`config.mk`:
```
export PLATFORM = sky130hd
export DESIGN_NAME = wordline_encoder_flat
export DESIGN_NICKNAME = d
export VERILOG_FILES = /design/src/rtl/wordline_encoder_if.sv /design/src/rtl/wordline_encoder.sv /design/src/flat_wrapper.sv
export SDC_FILE = /design/constraint.sdc
export NUM_CORES = 1
export LEC_CHECK = 0
export ABC_AREA = 1
export CAP_MARGIN = 10
export CORE_ASPECT_RATIO = 0.8
export CORE_UTILIZATION = 45
export DETAILED_ROUTE_END_ITERATION = 8
export DONT_BUFFER_PORTS = 1
export PLACE_DENSITY = 0.59
export SYNTH_ARGS = -nofsm -noshare
export SYNTH_HDL_FRONTEND = slang
export SYNTH_SLANG_ARGS = --single-unit
export TNS_END_PERCENT = 20
```
`constraint.sdc`:
```
create_clock -name clk -period 2.2 [get_ports clk]
set_input_delay 0.11 -clock clk [delete_from_list [all_inputs] [get_ports clk]]
set_output_delay 0.11 -clock clk [all_outputs]
set_load 0.02 [all_outputs]
```
`src/rtl/wordline_encoder_if.sv`:
```
// Handshake and status bundle between a wordline encoder and its producer/consumer.
// The encoder uses the slave modport; the surrounding logic uses the master modport.
`timescale 1ns/1ps

interface wordline_encoder_if;
    logic        load;
    logic [63:0] wordline_in;
    logic        out_ready;
    logic        out_valid;
    logic [5:0]  index_out;
    logic        busy;
    logic        done;
    logic [6:0]  count;

    modport master (
        output load, wordline_in, out_ready,
        input  out_valid, index_out, busy, done, count
    );

    modport slave (
        input  load, wordline_in, out_ready,
        output out_valid, index_out, busy, done, count
    );
endinterface

```
`src/rtl/wordline_encoder.sv`:
```
// Serialises a multi-hot 64-bit wordline into ascending 6-bit indices, one byte group at
// a time, with a valid/ready output handshake and a one-cycle done pulse per load.
`timescale 1ns/1ps

module wordline_encoder (
    input  logic                 clk,
    input  logic                 rst_n,
    wordline_encoder_if.slave    bus
);

    typedef enum logic [1:0] {
        ST_IDLE = 2'd0,
        ST_SCAN = 2'd1,
        ST_DONE = 2'd2
    } state_t;

    state_t      state;
    state_t      next_state;
    logic [63:0] vec;
    logic [2:0]  group;
    logic [6:0]  count;

    logic [7:0]  cur_byte;
    logic        byte_nz;
    logic [2:0]  lsb_pos;
    logic [5:0]  emit_idx;
    logic        emit_valid;
    logic        accept;

    // Current byte and its lowest set bit; outputs depend on registered state only.
    assign cur_byte   = vec[{group, 3'b000} +: 8];
    assign byte_nz    = |cur_byte;
    assign emit_idx   = {group, lsb_pos};
    assign emit_valid = (state == ST_SCAN) && byte_nz;
    assign accept     = emit_valid && bus.out_ready;

    always_comb begin
        lsb_pos = 3'd0;
        for (int i = 7; i >= 0; i--) begin
            if (cur_byte[i]) lsb_pos = 3'(i);
        end
    end

    // NOTE: sequential state uses non-blocking assignments so every flop samples the
    // pre-edge values of the others, independent of process evaluation order.
    always_ff @(posedge clk or negedge rst_n) begin
        if (!rst_n) state <= ST_IDLE;
        else        state <= next_state;
    end

    // NOTE: every output of this block gets a default before the case statement so no
    // path leaves a value unassigned, which would otherwise infer a latch.
    always_comb begin
        next_state    = state;
        bus.out_valid = 1'b0;
        bus.index_out = 6'h00;
        bus.busy      = 1'b0;
        bus.done      = 1'b0;

        case (state)
            ST_IDLE: begin
                if (bus.load) next_state = ST_SCAN;
            end
            ST_SCAN: begin
                bus.busy = 1'b1;
                if (emit_valid) begin
                    bus.out_valid = 1'b1;
                    bus.index_out = emit_idx;
                end else if (group == 3'd7) begin
                    next_state = ST_DONE;
                end
            end
            ST_DONE: begin
                bus.busy   = 1'b1;
                bus.done   = 1'b1;
                next_state = ST_IDLE;
            end
            default: next_state = ST_IDLE;
        endcase
    end

    // Vector, group pointer and accepted-index counter.
    always_ff @(posedge clk or negedge rst_n) begin
        if (!rst_n) begin
            vec   <= 64'h0;
            group <= 3'd0;
            count <= 7'd0;
        end else begin
            case (state)
                ST_IDLE: begin
                    if (bus.load) begin
                        vec   <= bus.wordline_in;
                        group <= 3'd0;
                        count <= 7'd0;
                    end
                end
                ST_SCAN: begin
                    if (accept) begin
                        vec[emit_idx] <= 1'b0;
                        count         <= count + 7'd1;
                    end else if (!byte_nz && group != 3'd7) begin
                        // An emptied group still costs its one idle cycle before moving on.
                        group <= group + 3'd1;
                    end
                end
                default: ;
            endcase
        end
    end

    assign bus.count = count;

endmodule

```
`src/flat_wrapper.sv`:
```
// flat-port wrapper written by rule: the top's interface ports become plain ports
module wordline_encoder_flat 
  (clk, rst_n, bus_load, bus_wordline_in, bus_out_ready, bus_out_valid, bus_index_out, bus_busy, bus_done, bus_count);
  wordline_encoder_if bus_i ();
  input  logic clk;
  input  logic rst_n;
  input wire logic [$bits(bus_i.load)-1:0] bus_load;
  input wire logic [$bits(bus_i.wordline_in)-1:0] bus_wordline_in;
  input wire logic [$bits(bus_i.out_ready)-1:0] bus_out_ready;
  output wire logic [$bits(bus_i.out_valid)-1:0] bus_out_valid;
  output wire logic [$bits(bus_i.index_out)-1:0] bus_index_out;
  output wire logic [$bits(bus_i.busy)-1:0] bus_busy;
  output wire logic [$bits(bus_i.done)-1:0] bus_done;
  output wire logic [$bits(bus_i.count)-1:0] bus_count;
  assign bus_i.load = bus_load;
  assign bus_i.wordline_in = bus_wordline_in;
  assign bus_i.out_ready = bus_out_ready;
  assign bus_out_valid = bus_i.out_valid;
  assign bus_index_out = bus_i.index_out;
  assign bus_busy = bus_i.busy;
  assign bus_done = bus_i.done;
  assign bus_count = bus_i.count;
  wordline_encoder u_core (.clk(clk), .rst_n(rst_n), .bus(bus_i));
endmodule
```
== Word-level counts from Yosys, hierarchy flattened ==
Cells that the tools add are included.

* Bits in registers: 76
* Bits in latches: 0
* Memory bits (writable): 0
* Bits in read-only memories: 0
* Bits of input ports: 68
* Output and inout port bits: 16
* Memories kept: 0

* Add/sub/neg operators: 2
* Multiply operators: 0
* Div/mod/pow operators: 0
* $lt $le $gt $ge: 2
* Eq/ne operators: 10
* Shifts and indexed selects: 1
* Mux-type cells: 30
* Bitwise operators: 2
* Reduce and logical (&&, ||, !) cells: 12

{| class="wikitable"
|+ Operators with widths
! cell !! number
|-
| 64-bit 2-to-1 mux || 2
|-
| 64-bit one-hot mux with 2 select lines || 1
|-
| 64-bit bitwise AND || 1
|-
| 64-bit NOT || 1
|-
| 64-bit by 7-bit variable part select with 8-bit output || 1
|-
| 3-bit 2-to-1 mux || 11
|-
| 7-bit 2-to-1 mux || 2
|-
| 7-bit one-hot mux with 2 select lines || 1
|-
| 6-bit 2-to-1 mux || 2
|-
| 2-bit != test (second input constant) || 5
|-
| 8-bit OR reduction || 1
|-
| 7-bit by 1-bit adder with 7-bit output (second input constant) || 1
|-
| 6-bit by 7-bit less-than comparator with 1-bit output (second input constant) || 1
|-
| 1-bit demux with 6-bit select || 1
|-
| 6-bit by 1-bit >= comparator with 1-bit output (second input constant) || 1
|-
| 2-bit 2-to-1 mux || 3
|-
| 3-bit one-hot mux with 2 select lines || 1
|-
| 3-bit AND reduction || 2
|-
| 1-bit 2-to-1 mux || 5
|-
| 1-bit logical AND || 4
|-
| 2-bit one-hot mux with 2 select lines || 1
|-
| 4-bit AND reduction || 1
|-
| 3-bit by 1-bit adder with 3-bit output (second input constant) || 1
|-
| 3-bit == test (second input constant) || 1
|-
| 8 further kinds || 8
|}

== Longest topological paths before layout ==
* Word-level depth: 17
* Mapped depth: 20

== Worst setup path before layout ==
OpenSTA, ideal clock, no wires.

* Path type: register to output
* Start: register u_core.group[0]
* End: output port bus_index_out[0]
* Arrival time: 2.082 ns
* Path slack: 0.008 ns
* Cell stages (with the launch flop): 16
* Buffers on the path: 3
* Path through: dfrtp_1 > buf_6 > inv_6 > buf_8 > buf_12 > nand2_2 > nand3_2 > nand2_1 > inv_2 > nand2_1 > nor2_2 > nand2_2 > nor2_1 > nor2_1 > inv_1 > nor2_1

* Longest elaborated chain between the ends: 11

{| class="wikitable"
|+ Ends and longest elaborated chain
! what !! line !! source
|-
| start: declaration || wordline_encoder.sv:20 || <nowiki>logic [2:0] group;</nowiki>
|-
| start signal: assignment || wordline_encoder.sv:103 || <nowiki>group <= group + 3'd1;</nowiki>
|-
| 64-bit by 7-bit variable part select with 8-bit output * || wordline_encoder.sv:31 || <nowiki>assign cur_byte = vec[{group, 3'b000} +: 8];</nowiki>
|-
| 3-bit 2-to-1 mux (8 in a row) || wordline_encoder.sv:40 || <nowiki>if (cur_byte[i]) lsb_pos = 3'(i);</nowiki>
|-
| 6-bit 2-to-1 mux * || wordline_encoder.sv:66 || <nowiki>if (emit_valid) begin</nowiki>
|-
| 6-bit 2-to-1 mux * || wordline_encoder.sv:60 || <nowiki>case (state)</nowiki>
|-
| end: declaration || flat_wrapper.sv:11 || <nowiki>output wire logic [$bits(bus_i.index_out)-1:0] bus_index_out;</nowiki>
|}

Mark *: on every way between the ends. The rest lies on a longest branch, timed or not.

== Worst setup path in the final report ==
* Start: register u_core.group[0]
* End: output port bus_index_out[2]

Same word-level chain as after synthesis.

==> reports/qor.yml <==
die_h_um: 94.1
vdd_ir_drop_max_v: 0.000904
grt_setup_unrepaired: "yes"
p_clk_share_pct: 11.5
first_pass_iters: 5
fmax_ghz: 0.401
grt_max_degree: 77
worstPathMaxFanout: 8
hold_class: "in2reg"
gp_congestion: 0.901
internal_power_mw: 6.87
clkSlewWorstSetupHoldPaths_ns: 0.06
clk_latency_ns: 0.34
total_leakage_power_nw: 3.56
syn_area_um2: 4780
maxSlewHeadroom_pct: 71.5
swShare_pct: 47.2
avgSynthCellArea_um2: 6.79
netlist.area_leader.share_pct: 39.8
violations: "negative setup slack"
vias: 4923
min_period_over_period_pct: 113
grt_pass1_wl_um: 23500
async_flop_share_pct: 100
diodes: 0
seqPwrFrac_pct: 19.4
antenna_found_initial: 0
synth_commonest_cells: "nand2_1 (383), dfrtp_1 (76), o21bai_1 (57), inv_1 (53), nor2_1 (31)"
power_mw: 13.0
cp.arrival_ns: 2.39
place_ws_ns: -0.105
r2r_slack_ns: -0.28
drive_gt1_share_pct: 22.8
coreArea_um2: 10300
yosysMostFrequentCell: "nand2_1"
dieArea_um2: 11000
initial_utilization_pct: 46.5
fin_nets: 911
cts.sinks: 76
cap_violations: 0
first_global_vias: 4747
critPathRequiredTime_ns: 2.09
yosys.cell_types.count: 29
final_core_util_pct: 67.4
ys_seq_area_share_pct: 39.8
p_sw_mw: 6.14
end_kind: "output port"
finalMaxSlewViolations: 0
synth_top_cell_by_area: "dfrtp_1"
root_buffer: "clkbuf_16"
place_hpwl_um: 9600
synth_seq_cells: 76
htreeDepth: 3
fin_area_um2: 6930
worstSetupPathType: "reg2out"
synthesis.nets: 777
start_kind: "register"
place.port_buffers: 0
setup_viol: 83
synthFlopType: "dfrtp_1"
grt_usage_pct: 28.7
ant_nets: 0
setup_ws_ns: -0.297
clock-skew-final_ns: 0.0112
drc: 0
synthTopCellsByArea: "dfrtp_1 (40%), nand2_1 (30%), o21bai_1 (9.0%)"
hold_viol_final: 0
instances_no_fill: 982
via_per_inst: 5.01
place_inst: 876
syn_inst: 703
initialDrtViolationCount: 252
worstMarginPinSlew_ns: 0.423
post_dp_cell_area_um2: 5240
rows: 33
nFillCells: 847
whs_ns: 0.232
io_pins: 84
area_growth_syn_to_layout_pct: 45.1
overflow: 0
synth_edf_count: 0
ys.warnings.count: 0
finalCriticalPeriod_ns: 2.50
die_w_um: 117
cts_tree: "yes"
p_per_area_nw_per_um2: 1880
cts_max_path_buffers: 2
p_comb_share_pct: 69.1
status: "complete, but fails checks"
cts_buffers: 9
drt-total-wl_um: 15000
tns_ns: -17.74
wire_per_inst_um: 15.3
[layout make-up]
class / count / area (um2) / area share, %
clock buffers: 10 / 239 / 3.45
clock inverters: 6 / 63.8 / 0.921
inverters: 63 / 249 / 3.59
multi-input cells: 536 / 2730 / 39.3
flip-flops and latches: 76 / 1910 / 27.5
well taps: 140 / 175 / 2.53
repair buffers: 148 / 1520 / 21.9
repair inverters: 3 / 50.0 / 0.722
[timing repair]
action	in CTS	in global routing
pin swaps	17	41
gates cloned	5	1
setup buffers	13	5
endpoints found under the setup margin	76	83
resized for setup	69	59
hold buffers	66	0
hold endpoints to repair	140	0
[power by group through the flow]
stage	Sequential [mW]	Combinational, mW	Clock [mW]
2_1_floorplan	2.34	4.03	0
3_3_place_gp	2.48	6.37	0
3_5_place_dp	2.49	6.48	0
5_1_grt	2.58	9.72	1.59
6_report	2.52	8.99	1.50
4_1_cts	2.49	7.93	1.52
[layout by cell type (no fill, tap or decap), types with 3 or more instances in the layout]
cell type	synthesis	layout
nand2_8	0	5
dfrtp_1	76	74
nand2_1	383	351
nand3_1	15	11
nor2_2	5	7
buf_16	0	3
inv_1	53	50
nand3_2	1	5
dlygate4sd3_1	0	65
nand2_4	6	7
o21bai_1	57	55
buf_4	2	44
inv_2	9	12
buf_12	1	3
o21ai_1	3	4
o21ai_0	6	5
buf_6	6	31
clkbuf_16	0	9
ha_1	6	6
nand2_2	7	33
a21oi_2	3	5
nor2_4	1	9
nor2_1	31	21
[routing by layer]
| layer | track usage, % | share of wire [%] |
|---|---|---|
| met1 | 38.8 | 45 |
| met2 | 45.1 | 47 |
| met3 | 6.19 | 6.1 |
| met4 | 10.0 | 1.7 |
| met5 | 0 | 0 |
[worst paths after layout]
path,start,endpoint,cells after the start
min in group asynchronous,rst_n,u_core.bus.count[6]$_DFFE_PN0P_,2
setup / recovery,u_core.group[0]$_DFFE_PN0P_,bus_index_out[2],14
setup reg to reg,u_core.group[0]$_DFFE_PN0P_,u_core.vec[26]$_DFFE_PN0P_,18
hold / removal,bus_out_ready,u_core.bus.count[2]$_DFFE_PN0P_,6
max in group asynchronous,rst_n,u_core.group[0]$_DFFE_PN0P_,2
hold reg to reg,u_core.state[0]$_DFFE_PN0P_,u_core.state[0]$_DFFE_PN0P_,2
[kinds of logic after synthesis]
group           synth area share, %
compound gates                 11.2
xor+xnor                      0.367
fa+ha+maj                      1.57
buf+inv                        9.01
flops                          39.8
simple gates                   38.0
[registers in the layout, indices dropped and copies added, names as in the netlist]
name,cells
u_core.bus.count,7
u_core.group,3
u_core.state,2
u_core.vec,64
[critical path: stages, from the launching register on]
cell and delay, ns:
dfrtp_4 0.53, buf_12 0.19, buf_16 0.15, nand2_2 0.05
nand2_1 0.06, nand2_1 0.06, nand2_1 0.06, nand2_2 0.07
nand2_2 0.07, nor2_4 0.14, buf_4 0.15, nand3_2 0.10
buf_4 0.14, nor2_1 0.10, buf_4 0.15
(Power assumes the default switching activity.)
